## config.mk

```make
export PLATFORM = sky130hd
export DESIGN_NAME = fetch_unit_flat
export DESIGN_NICKNAME = d
export VERILOG_FILES = /design/src/rtl/fetch_unit_if.sv /design/src/rtl/fetch_unit.sv /design/src/flat_wrapper.sv
export SDC_FILE = /design/constraint.sdc
export NUM_CORES = 1
export LEC_CHECK = 0
export ABC_CLOCK_PERIOD_IN_PS = 3050
export BUFFER_PORTS_ARGS = -buffer_cell sky130_fd_sc_hd__buf_2
export CAP_MARGIN = 40
export CORE_ASPECT_RATIO = 0.75
export CORE_MARGIN = 2
export CORE_UTILIZATION = 30
export DETAILED_ROUTE_END_ITERATION = 8
export SLEW_MARGIN = 30
export SYNTH_ARGS = -nofsm -noshare
export SYNTH_HDL_FRONTEND = slang
export SYNTH_SLANG_ARGS = --single-unit
```

## constraint.sdc

```tcl
create_clock -name clk -period 3.05 [get_ports clk]
set_input_delay 0.4575 -clock clk [delete_from_list [all_inputs] [get_ports clk]]
set_output_delay 0.4575 -clock clk [all_outputs]
set_load 0.05 [all_outputs]
```

## src/rtl/fetch_unit_if.sv

```systemverilog
// fetch_unit_if: instruction-memory request/response bus between fetch stage and imem
interface fetch_unit_if #(parameter int ADDR_W = 32);
  logic              req;
  logic [ADDR_W-1:0] addr;
  logic              ready;
  logic [31:0]       rdata;
  modport master (output req, addr, input ready, rdata);
  modport slave  (input req, addr, output ready, rdata);
endinterface

```

## src/rtl/fetch_unit.sv

```systemverilog
// fetch_unit: PC owner, imem requester and IF/ID driver with stall/redirect handling
module fetch_unit #(
  parameter int                 ADDR_W   = 32,
  parameter logic [ADDR_W-1:0]  RESET_PC = '0
) (
  input  logic                  clk,
  input  logic                  rst_n,
  input  logic                  stall,
  input  logic                  redirect,
  input  logic [ADDR_W-1:0]     redirect_pc,
  fetch_unit_if.master          imem,
  output logic [2*ADDR_W-1:0]   if_data,
  output logic                  if_write,
  output logic                  if_flush
);
  typedef enum logic [1:0] {FETCH, HOLD, DISCARD} state_t;
  state_t            state, state_n;
  logic [ADDR_W-1:0] pc, pc_n, tgt, tgt_n, pc4, rpc;
  logic [31:0]       hold_instr, hold_n;
  assign pc4       = pc + ADDR_W'(4);
  assign rpc       = redirect_pc & ~ADDR_W'(3);
  assign imem.addr = pc;
  always_ff @(posedge clk or negedge rst_n)
    if (!rst_n) begin
      state      <= FETCH;
      pc         <= RESET_PC;
      tgt        <= '0;
      hold_instr <= '0;
    end else begin
      state      <= state_n;
      pc         <= pc_n;
      tgt        <= tgt_n;
      hold_instr <= hold_n;
    end
  always_comb begin
    state_n  = state;
    pc_n     = pc;
    tgt_n    = tgt;
    hold_n   = hold_instr;
    imem.req = 1'b0;
    if_write = 1'b0;
    if_flush = 1'b0;
    if_data  = {pc4, ADDR_W'(imem.rdata)};
    case (state)
      FETCH: begin
        imem.req = 1'b1;
        if (redirect) begin
          if_flush = 1'b1;
          if (imem.ready) pc_n = rpc;
          else begin
            tgt_n   = rpc;
            state_n = DISCARD;
          end
        end else if (imem.ready && !stall) begin
          if_write = 1'b1;
          pc_n     = pc4;
        end else if (imem.ready) begin
          hold_n  = imem.rdata;
          state_n = HOLD;
        end else if_flush = !stall;
      end
      HOLD: begin
        if_data = {pc4, ADDR_W'(hold_instr)};
        if (redirect) begin
          if_flush = 1'b1;
          pc_n     = rpc;
          state_n  = FETCH;
        end else if (!stall) begin
          if_write = 1'b1;
          pc_n     = pc4;
          state_n  = FETCH;
        end
      end
      DISCARD: begin
        // the outstanding request must complete before the new target can be issued
        imem.req = 1'b1;
        if_flush = redirect || !stall;
        if (redirect) tgt_n = rpc;
        if (imem.ready) begin
          pc_n    = redirect ? rpc : tgt;
          state_n = FETCH;
        end
      end
      default: state_n = FETCH;
    endcase
    if (!rst_n) begin
      imem.req = 1'b0;
      if_write = 1'b0;
      if_flush = 1'b0;
      if_data  = '0;
    end
  end
endmodule

```

## src/flat_wrapper.sv

```systemverilog
// flat-port wrapper written by rule: the top's interface ports become plain ports
module fetch_unit_flat 
#(
  parameter int                 ADDR_W   = 32,
  parameter logic [ADDR_W-1:0]  RESET_PC = '0
)
  (clk, rst_n, stall, redirect, redirect_pc, if_data, if_write, if_flush, imem_req, imem_addr, imem_ready, imem_rdata);
  fetch_unit_if #(.ADDR_W(ADDR_W)) imem_i ();
  input  logic clk;
  input  logic rst_n;
  input  logic stall;
  input  logic redirect;
  input  logic [ADDR_W-1:0] redirect_pc;
  output logic [2*ADDR_W-1:0] if_data;
  output logic if_write;
  output logic if_flush;
  output wire logic [$bits(imem_i.req)-1:0] imem_req;
  output wire logic [$bits(imem_i.addr)-1:0] imem_addr;
  input wire logic [$bits(imem_i.ready)-1:0] imem_ready;
  input wire logic [$bits(imem_i.rdata)-1:0] imem_rdata;
  assign imem_req = imem_i.req;
  assign imem_addr = imem_i.addr;
  assign imem_i.ready = imem_ready;
  assign imem_i.rdata = imem_rdata;
  fetch_unit #(.ADDR_W(ADDR_W), .RESET_PC(RESET_PC)) u_core (.clk(clk), .rst_n(rst_n), .stall(stall), .redirect(redirect), .redirect_pc(redirect_pc), .imem(imem_i), .if_data(if_data), .if_write(if_write), .if_flush(if_flush));
endmodule
```

Word-level counts from Yosys, hierarchy flattened
Cells that the tools add are included.
Storage, ports and cells
  bits in registers: 98
  input bits: 69
  output and inout port bits: 99
  word-level logic and storage cells: 64
Operators by class
  $add $sub $neg: 1
  equality and inequality tests: 11
  multiplexer cells: 35
  bitwise logic cells: 2
  reductions and logical operators: 11
Operators with widths (number)
  two-way mux 32 bit: 10
  case mux 32 bit (3 select lines): 1
  two-way mux 64 bit: 1
  case mux 32 bit (2 select lines): 1
  adder 32 x 3 -> 32 bit (second input constant): 1
  != test 3 bit (second input constant): 5
  two-way mux 2 bit: 7
  two-way mux 1 bit: 12
  AND reduction 5 bit: 2
  != test 2 bit (second input constant): 3
  case mux 2 bit (3 select lines): 1
  AND reduction 4 bit: 1
  != test 3 x 2 -> 1 bit (second input constant): 1
  case mux 1 bit (3 select lines): 1
  AND reduction 3 bit: 1
  nonzero test 3 bit: 1
  == test 2 x 1 -> 1 bit (second input constant): 1
  == test 2 bit (second input constant): 1
  logical NOT 2 bit: 1
  inverter 1 bit: 2
  case mux 1 bit (2 select lines): 1
  nonzero test 2 bit: 1
  OR reduction 2 bit: 1
  logical AND 1 bit: 1
  2 further kinds: 2

Logic depth before layout (Yosys ltp)
Gate-level depths: netlist of the first run.
  depth after elaboration: 6
  depth in mapped cells: 8
  mapped depth without buffers: 6

Worst setup path after synthesis of the first run
No wires, ideal clock.
  path type: flip-flop to output port
  start point: register u_core.pc[2], in the netlist u_core.imem.addr[2]
  end point: output port if_data[40]
  arrival: 2.861 ns
  data required time: 2.592 ns
  setup slack: -0.269 ns
  stages on the path, launching flop included: 5
  cell sequence: dfrtp_1 ha_1 nand3_4 or3_2 a21boi_0
Between the ends
  longest elaborated chain between the ends: 2
RTL lines
  start, declared: line fetch_unit.sv:18  | logic [ADDR_W-1:0] pc, pc_n, tgt, tgt_n, pc4, rpc;
  start signal, assigned: line fetch_unit.sv:31  | pc <= pc_n;
  adder 32 x 3 -> 32 bit: line fetch_unit.sv:20  | assign pc4 = pc + ADDR_W'(4);
  two-way mux 64 bit: line fetch_unit.sv:86  | if (!rst_n) begin
  end, declared: line flat_wrapper.sv:14  | output logic [2*ADDR_W-1:0] if_data;
No other way between the ends.

Worst setup path in the final report of the first run
  start point: register u_core.pc[3], in the netlist u_core.imem.addr[3]
  end point: output port if_data[56]
The elaborated chain is that of the path after synthesis.

==> key figures, run 1 <==
Clock tree
  • Num CTS Buffers: 9
  • Clk slew on worst S/H paths: 0.07 ns
  • H-tree levels: 3
  • CTS root buffer: clkbuf_16
  • CTS tree: built
  • Clock latency at the later pin of the worst-skew pair: 0.35 ns
  • Clock buffer depth: 2
  • Clk sinks: 98

Yosys
  • Synth Net Count: 707
  • Synth cell types: 57
  • Number of flops mapped to enable cells by yosys: 0
  • Post-synth top cells: nand2_1 (99), dfrtp_1 (98), mux2_2 (58)
  • Top_reg_cell synth: dfrtp_1
  • Number of synthesized register bits: 98
  • Top cell type by total area after synthesis: dfrtp_1
  • Synth Instances: 637
  • Share of the yosys chip area belonging to registers: 41.5%
  • Count leader, synth: nand2_1
  • Async set-or-reset flop fraction in the synthesized netlist: 100%
  • Yosys top cell area share: 41.5%
  • Cell Area, Synth: 5920 sq um
  • Yosys warns: 0
  • Synth top area cells: dfrtp_1 (41%), mux2_2 (11%), nand2_1 (6.3%), a21boi_0 (4.2%), o21ai_0 (3.2%)
  • Mean Syn Cell Area: 9.29 sq um

Drt
  • DR vias/cell: 4.99
  • Avg WL per Cell: 16.0 um
  • DR DRC count: 0
  • Initial drt markers: 398
  • Initial DRT Pass Iterations: 4
  • Post-Route WL: 16,700 um
  • DR vias: 5,217
  • Post-route antenna net violation count: 0

GRT
  • Antenna violations before repair: 0
  • Largest net degree at the start of global routing: 50
  • Grt ovf: 0
  • First-pass GRT wire length: 26,700 um
  • Vias in the first global route: 4,784
  • All-Layer GR Usage: 16.0%

Critical path
  • CP Capture Type: primary output
  • CP Capture Point: if_data[56]
  • Arrival @ worst endpoint: 2.45 ns
  • Critical Path RT: 2.59 ns
  • Reg-to-reg critical path startpoint: u_core.state[1]
  • R2R Setup Slk: 0.78 ns
  • Reg2reg end: u_core.imem.addr[27]
  • Crit start category: register
  • CP Launch Point: u_core.imem.addr[3]
  • Crit Path Class: register to primary output
  • CP Max Fanout: 8
  • Reg2reg path depth: 4

Floorplan
  • Die Height: 126 um
  • Chip Width: 166 um
  • FP Rows: 44
  • Ports: 168
  • Die ar.: 20,900 sq um
  • Initial Util: 30.6%
  • Core footprint: 19,300 sq um

Power
  • Power Internal: 2.63 mW
  • Sequential fraction of design power: 40.3%
  • Maximum VDD drop: 0.298 mV
  • Sw Pwr: 1.85 mW
  • Sw Ratio: 41.3%
  • Clock power frac: 24.7%
  • Gate power share: 35.0%
  • P_leak: 3.48 nW
  • Pwr dens: 610 nW/um^2
  • Power after layout: 4.48 mW

Outcome
  • Outcome: completed

STA
  • Max frequency: 344 MHz
  • Hold slack: 0.348 ns
  • Setup ws final: 0.147 ns
  • Final setup TNS: 0 ns
  • Fin crit share: 95.2%
  • Final Hold Vio Count: 0
  • Fin crit period: 2.90 ns
  • Worst Skew: 0.00986 ns
  • Max Slew Vio Count: 0
  • Worst-Margin Slew: 0.728 ns
  • Max_slew headroom: 51.5%
  • Unrepaired setup endpoints after global routing: false
  • Setup violations, final: 0

Cells and area
  • Area growth from synthesis to layout: 24.1%
  • Share of post-route cells with drive strength above 1: 35.7%
  • # diodes: 0
  • Post-route cell area: 7340 sq um
  • Final core utilization: 38.0%
  • Post-Layout Cell Count: 1,045
  • Nets@finish: 857

Place
  • Setup WS pre-CTS: 0.392 ns
  • Dpl cell area: 7030 sq um
  • Hpwl dp: 11,300 um
  • Port bufs: 165
  • Post-placement cell count: 1,026
  • GPL Wtd Cong: 0.749

Hold path
  • Hold crit path type: input port to register

Flow run
  • Max cap viols: 0
critical path, stage by stage (launching register included):
cell and delay [ns]:
dfrtp_2 0.42, ha_1 0.24, nand3_4 0.19, nor4_4 0.31, buf_4 0.19, and3_1 0.22, xor2_1 0.15, and2_1 0.13
buf_2 0.25
power by group through the flow:
stage	clock network (mW)	logic, mW	registers (mW)
floorplan	0	0.899	2.07
global placement	0	1.56	1.82
detailed placement	0	1.58	1.83
CTS	1.15	1.58	1.80
global route	1.20	1.68	1.85
finish	1.11	1.57	1.81
layout by cell type, fill, tap and decap left out, types with 7 or more instances in the layout:
cell type,Yosys,routed
o21ai_0,38,38
and2_1,29,29
nand2_1,99,99
nor2_1,31,31
nand3_1,15,14
nor3_1,9,8
mux2_2,58,58
clkbuf_16,0,9
dfrtp_1,98,97
xnor2_1,13,13
and3_1,26,26
inv_1,7,7
a21boi_0,33,32
a21oi_1,34,34
buf_4,1,18
buf_2,7,163
xor2_1,13,13
nor2b_1,10,8
sequential cells by signal, summed over array words and instances, names as in the netlist:
| signal | cells |
|---|---|
| u_core.tgt | 32 |
| u_core.hold_instr | 32 |
| u_core.state | 2 |
| u_core.imem.addr | 32 |
layout make-up:
cell class,instances,area (sq um)
clock buffer,11,233
clock inverter,5,40.0
fill,1956,12000
inverter,7,26.3
multi-input combinational,485,3250
sequential,98,2450
tap,253,317
timing repair buffer,186,1020
kinds of logic (layout without fill, tap and decap cells):
| group | Yosys count | count (layout) | share of synthesized area, % |
|---|---|---|---|
| buf+inv | 54 | 209 | 4.02 |
| compound gates | 141 | 141 | 15.2 |
| simple gates | 255 | 255 | 23.5 |
| xor+xnor | 26 | 26 | 3.85 |
| mux | 62 | 62 | 11.8 |
| flops | 98 | 98 | 41.5 |
| fa+ha+maj | 1 | 1 | 0.211 |
how the worst min path moves through the flow:
stage / cells past startpoint / startpoint / endpoint
finish: 2 / imem_rdata[31] / u_core.hold_instr[31]
global route: 2 / redirect_pc[12] / u_core.tgt[12]
CTS: 2 / imem_rdata[30] / u_core.hold_instr[30]
detailed placement: 1 / rst_n / u_core.imem.addr[8]
global placement: 1 / rst_n / u_core.imem.addr[8]
floorplan: 0 / rst_n / u_core.hold_instr[0]
per-layer routing:
metal | vias to the layer above | global-route usage, % | part of all wire, %
met5 | - | 0 | 0
met4 | 0 | 2.81 | 0.64
met3 | 8 | 4.81 | 7.7
met2 | 153 | 23.7 | 43
met1 | 2516 | 23.4 | 49
li1 | 2540 | - | -
repair_timing:
action / 4_1_cts / 5_1_grt
hold buffers: 1 / 0
pin swaps: 1 / 2
gates resized for setup: 0 / 4
setup buffers: 0 / 2
setup endpoints to repair: 1 / 5
endpoints found under the hold margin: 4 / 0
Note: power is estimated with default switching activity, not from simulation.
==> inputs of run 2 (changes only) <==
CELL_PAD_IN_SITES_DETAIL_PLACEMENT = 1   (was unset)
CELL_PAD_IN_SITES_GLOBAL_PLACEMENT = 2   (was unset)
PLACE_DENSITY_LB_ADDON = 0.1   (was unset)
==> key figures, run 2 (synthesized netlist as in run 1, its figures left out) <==
Power
  • Clock power frac: 26.2%
  • Pwr dens: 622 nW/um^2
  • Maximum VDD drop: 0.264 mV
  • Sw Pwr: 1.89 mW
  • Sw Ratio: 40.4%
  • Power after layout: 4.67 mW
  • Power Internal: 2.79 mW
  • Sequential fraction of design power: 39.1%
  • P_leak: 3.57 nW
  • Gate power share: 34.7%

STA
  • Worst-Margin Slew: 0.676 ns
  • Setup violations, final: 0
  • Fin crit period: 2.89 ns
  • Setup ws final: 0.159 ns
  • Max frequency: 346 MHz
  • Worst Skew: 0.00975 ns
  • Max_slew headroom: 54.5%
  • Fin crit share: 94.8%
  • Max Slew Vio Count: 0
  • Unrepaired setup endpoints after global routing: false
  • Final setup TNS: 0 ns
  • Final Hold Vio Count: 0

Hold path
  • Hold crit path type: input port to register
  • Min-delay src: redirect_pc[27]

Drt
  • DR vias: 5,368
  • DR vias/cell: 5.07
  • Initial DRT Pass Iterations: 6
  • DR DRC count: 0
  • Initial drt markers: 283
  • Post-route antenna net violation count: 0
  • Post-Route WL: 19,300 um
  • Avg WL per Cell: 18.2 um

Floorplan
  • Initial Util: 30.6%
  • Core footprint: 19,300 sq um
  • Chip Width: 166 um
  • FP Rows: 44
  • Ports: 168
  • Die Height: 126 um
  • Die ar.: 20,900 sq um

Clock tree
  • Clock latency at the later pin of the worst-skew pair: 0.35 ns
  • Clock buffer depth: 2
  • Num CTS Buffers: 9
  • Clk sinks: 98
  • CTS root buffer: clkbuf_16
  • CTS tree: built
  • Clk slew on worst S/H paths: 0.07 ns
  • H-tree levels: 3

Critical path
  • Critical Path RT: 2.59 ns
  • Crit Path Class: register to primary output
  • Slowest-stage cell, CP: dfrtp_2
  • Reg-to-reg critical path startpoint: u_core.state[0]
  • CP peak stage delay: 0.42 ns
  • Arrival @ worst endpoint: 2.43 ns
  • CP Capture Type: primary output
  • CP Max Fanout: 9
  • Crit path cell chain: ha_2 -> nand3_4 -> nor4_4 -> buf_6 -> and3_1 -> xor2_1 -> and2_1 -> buf_4
  • CP Launch Point: u_core.imem.addr[3]
  • Crit start category: register

GRT
  • Vias in the first global route: 5,740
  • Grt met2 use: 30.2%
  • All-Layer GR Usage: 18.8%
  • Met3 usage: 4.71%
  • Most used routing layer: met2
  • First-pass GRT wire length: 31,600 um
  • Grt ovf: 0
  • Antenna violations before repair: 0
  • Largest net degree at the start of global routing: 46
  • Met1 Use GR: 25.9%

Place
  • Setup WS pre-CTS: 0.373 ns
  • Hpwl dp: 13,700 um
  • Port bufs: 165
  • GPL Wtd Cong: 0.758
  • Post-placement cell count: 1,032

Cells and area
  • # diodes: 0
  • Area growth from synthesis to layout: 26.9%
  • Fillcell total: 2,231
  • Most frequent cells in the layout: buf_2 (161), nand2_1 (99), dfrtp_1 (91)
  • Commonest non-fill, non-tap cell in the layout: buf_2
  • Nets@finish: 870
  • Final core utilization: 38.9%
  • Share of post-route cells with drive strength above 1: 37.9%
  • Post-Layout Cell Count: 1,058

Outcome
  • Outcome: completed

Flow run
  • Max cap viols: 0
-- run 2: changes by cell type in the layout (fill, tap and decap cells not counted), sizes merged --
cell and change:
buf +13, clkinvlp -2, bufinv +1, inv +1
-- run 2: final cells by class --
| type | instances | area [sq um] | area share, % |
|---|---|---|---|
| multi-input cells | 485 | 3250 | 43.3 |
| repair buffers | 199 | 1140 | 15.2 |
| inverters | 7 | 26.3 | 0.350 |
| well taps | 253 | 317 | 4.22 |
| clock buffers | 11 | 253 | 3.37 |
| flip-flops and latches | 98 | 2460 | 32.8 |
| clock inverters | 5 | 60.1 | 0.800 |
-- run 2: final timing paths --
check	to	slack, ns	cells past startpoint
worst max-delay path	if_data[56]	0.16	8
worst min register to register	u_core.tgt[30]	0.49	1
max in group asynchronous	u_core.imem.addr[5]	1.70	4
min in group asynchronous	u_core.hold_instr[27]	0.57	2
worst min-delay path	u_core.tgt[27]	0.34	2
worst max register to register	u_core.imem.addr[17]	0.90	5
-- run 2: stage by stage --
stage	hold WS [ns]	area [sq um]
4_1_cts	0.324	7410
3_5_place_dp	0.371	7090
6_report	0.336	7510
3_3_place_gp	0.362	7080
2_1_floorplan	0.162	5920
5_1_grt	0.326	7510
-- run 2: critical path, delay by kind of cell, from the launching register on --
family | cells | cell delay (ns)
adders and majority gates | 1 | 0.23
buffers and inverters | 2 | 0.38
DFF | 1 | 0.42
xor gates and xnor gates | 1 | 0.15
and+or+nand+nor | 4 | 0.89
-- run 2: metal layers --
layer / vias up / wire (um)
met5: - / 0
met4: 0 / 225
met3: 17 / 921
met2: 113 / 8840
met1: 2681 / 9320
li1: 2557 / -
-- run 2: repair_timing --
action / in CTS / in global routing
setup endpoints to repair: 2 / 13
hold buffers: 1 / 0
pin swaps: 0 / 3
resized for setup: 2 / 12
buffers inserted: 0 / 9
hold endpoints to repair: 16 / 0
-- run 2: power by group through the flow --
| stage | clock network (mW) | logic, mW | registers, mW |
|---|---|---|---|
| floorplan | 0 | 0.899 | 2.07 |
| global placement | 0 | 1.59 | 1.82 |
| detailed placement | 0 | 1.62 | 1.85 |
| CTS | 1.27 | 1.63 | 1.82 |
| global route | 1.33 | 1.75 | 1.87 |
| finish | 1.23 | 1.62 | 1.83 |
==> inputs of run 3 (changes only) <==
CORE_UTILIZATION = 34   (was 30)
==> key figures, run 3 (synthesized netlist as in run 1, its figures left out) <==
Cells and area
  • Area growth from synthesis to layout: 25.0%
  • Post-Layout Cell Count: 1,016
  • Commonest non-fill, non-tap cell in the layout: buf_2
  • Share of post-route cells with drive strength above 1: 36.7%
  • Post-route cell area: 7400 sq um
  • Nets@finish: 867
  • Most frequent cells in the layout: buf_2 (163), nand2_1 (99), dfrtp_1 (97)
  • # diodes: 0

Critical path
  • CP Max Fanout: 8
  • Crit Path Class: register to primary output
  • Reg2reg path depth: 5
  • CP Capture Type: primary output
  • Critical Path RT: 2.59 ns
  • Arrival @ worst endpoint: 2.42 ns
  • Crit start category: register
  • R2R Setup Slk: 0.71 ns
  • Reg2reg end: u_core.imem.addr[30]
  • Reg-to-reg critical path startpoint: u_core.state[0]

STA
  • Setup violations, final: 0
  • Final Hold Vio Count: 0
  • Final setup TNS: 0 ns
  • Max_slew headroom: 55.8%
  • Unrepaired setup endpoints after global routing: false
  • Fin crit period: 2.88 ns
  • Max frequency: 347 MHz
  • Max Slew Vio Count: 0
  • Fin crit share: 94.4%
  • Worst Skew: 0.00947 ns
  • Setup ws final: 0.170 ns
  • Worst-Margin Slew: 0.663 ns

Drt
  • DR DRC count: 0
  • Post-Route WL: 18,900 um
  • Initial DRT Pass Iterations: 4
  • Initial drt markers: 269
  • DR vias: 5,346
  • Post-route antenna net violation count: 0
  • DR vias/cell: 5.26
  • Avg WL per Cell: 18.6 um

Clock tree
  • CTS hold repair buffers: 0
  • CTS root buffer: clkbuf_16
  • Num CTS Buffers: 9
  • Clock buffer depth: 2
  • Clk sinks: 98
  • H-tree levels: 3
  • Clk slew on worst S/H paths: 0.06 ns
  • Clock latency at the later pin of the worst-skew pair: 0.35 ns
  • CTS tree: built

Flow run
  • Max cap viols: 0

GRT
  • Largest net degree at the start of global routing: 56
  • First-pass GRT wire length: 31,100 um
  • Antenna violations before repair: 0
  • Vias in the first global route: 5,712
  • Grt ovf: 0
  • All-Layer GR Usage: 21.2%

Place
  • Setup WS pre-CTS: 0.343 ns
  • GPL Wtd Cong: 0.767
  • Hpwl dp: 13,600 um
  • Port bufs: 165
  • Dpl cell area: 7060 sq um
  • Post-placement cell count: 998

Power
  • Maximum VDD drop: 0.247 mV
  • Power after layout: 4.64 mW
  • Pwr dens: 627 nW/um^2
  • P_leak: 3.56 nW

Floorplan
  • Ports: 168
  • Chip Width: 156 um
  • FP Rows: 41
  • Initial Util: 34.9%
  • Die ar.: 18,500 sq um
  • Core footprint: 16,900 sq um
  • Die Height: 118 um

Outcome
  • Outcome: completed

Hold path
  • Hold crit path type: input port to asynchronous set/reset pin
-- run 3: cell types whose count changed in the layout (fill, tap and decap cells not counted), moves of 2 or more --
| cell | before | now |
|---|---|---|
| dfrtp_1 | 91 | 97 |
| dfrtp_2 | 7 | 1 |
| buf_2 | 161 | 163 |
| buf_4 | 31 | 29 |
| inv_6 | 2 | 0 |
-- run 3: power by group --
group	internal [mW]	switching (mW)	total, mW
Sequential	1.56	0.255	1.82
Clock	0.699	0.513	1.21
Combinational	0.524	1.08	1.61
-- run 3: how the worst max path moves through the flow --
stage | startpoint | endpoint | slack (ns) | cells past startpoint
after global routing | u_core.imem.addr[3] | if_data[62] | 0.03 | 7
final | u_core.imem.addr[3] | if_data[62] | 0.17 | 7
after detailed placement | u_core.imem.addr[3] | if_data[58] | 0.34 | 7
after global placement | u_core.imem.addr[3] | if_data[58] | 0.34 | 7
after CTS | u_core.imem.addr[3] | if_data[62] | 0.06 | 7
after floorplan | u_core.imem.addr[2] | if_data[58] | 0.09 | 6
-- run 3: metrics by stage --
step | hold slack, ns | utilization, %
2_1_floorplan | 0.162 | -
3_3_place_gp | 0.398 | 41.7
3_5_place_dp | 0.412 | 41.7
4_1_cts | 0.0230 | 43.5
5_1_grt | 0.0295 | 43.7
6_report | 0.0239 | 43.7
-- run 3: metal layers --
| layer | track usage (%) | up-vias | routed length [um] |
|---|---|---|---|
| li1 | - | 2550 | - |
| met1 | 29.6 | 2683 | 9160 |
| met2 | 34.7 | 104 | 8900 |
| met3 | 4.25 | 9 | 767 |
| met4 | 3.27 | 0 | 122 |
| met5 | 0 | - | 0 |
-- run 3: timing repair --
action                                  4_1_cts  5_1_grt
buffers inserted                              0        3
pin swaps                                     1        2
endpoints found under the setup margin        2        8
gates resized for setup                       0        4
-- run 3: critical path, stage by stage (launching register included) --
cell,delay [ns]
dfrtp_2,0.42
ha_2,0.23
nand3_4,0.17
nor4_4,0.49
nand4_2,0.20
xnor2_1,0.16
and2_1,0.13
buf_2,0.25
-- run 3: final cells by class --
type	count	area [sq um]
flip-flops and latches	98	2450
multi-input cells	485	3250
inverters	7	26.3
repair buffers	196	1090
fillers	2017	9530
clock inverters	2	35.0
well taps	215	269
clock buffers	13	270
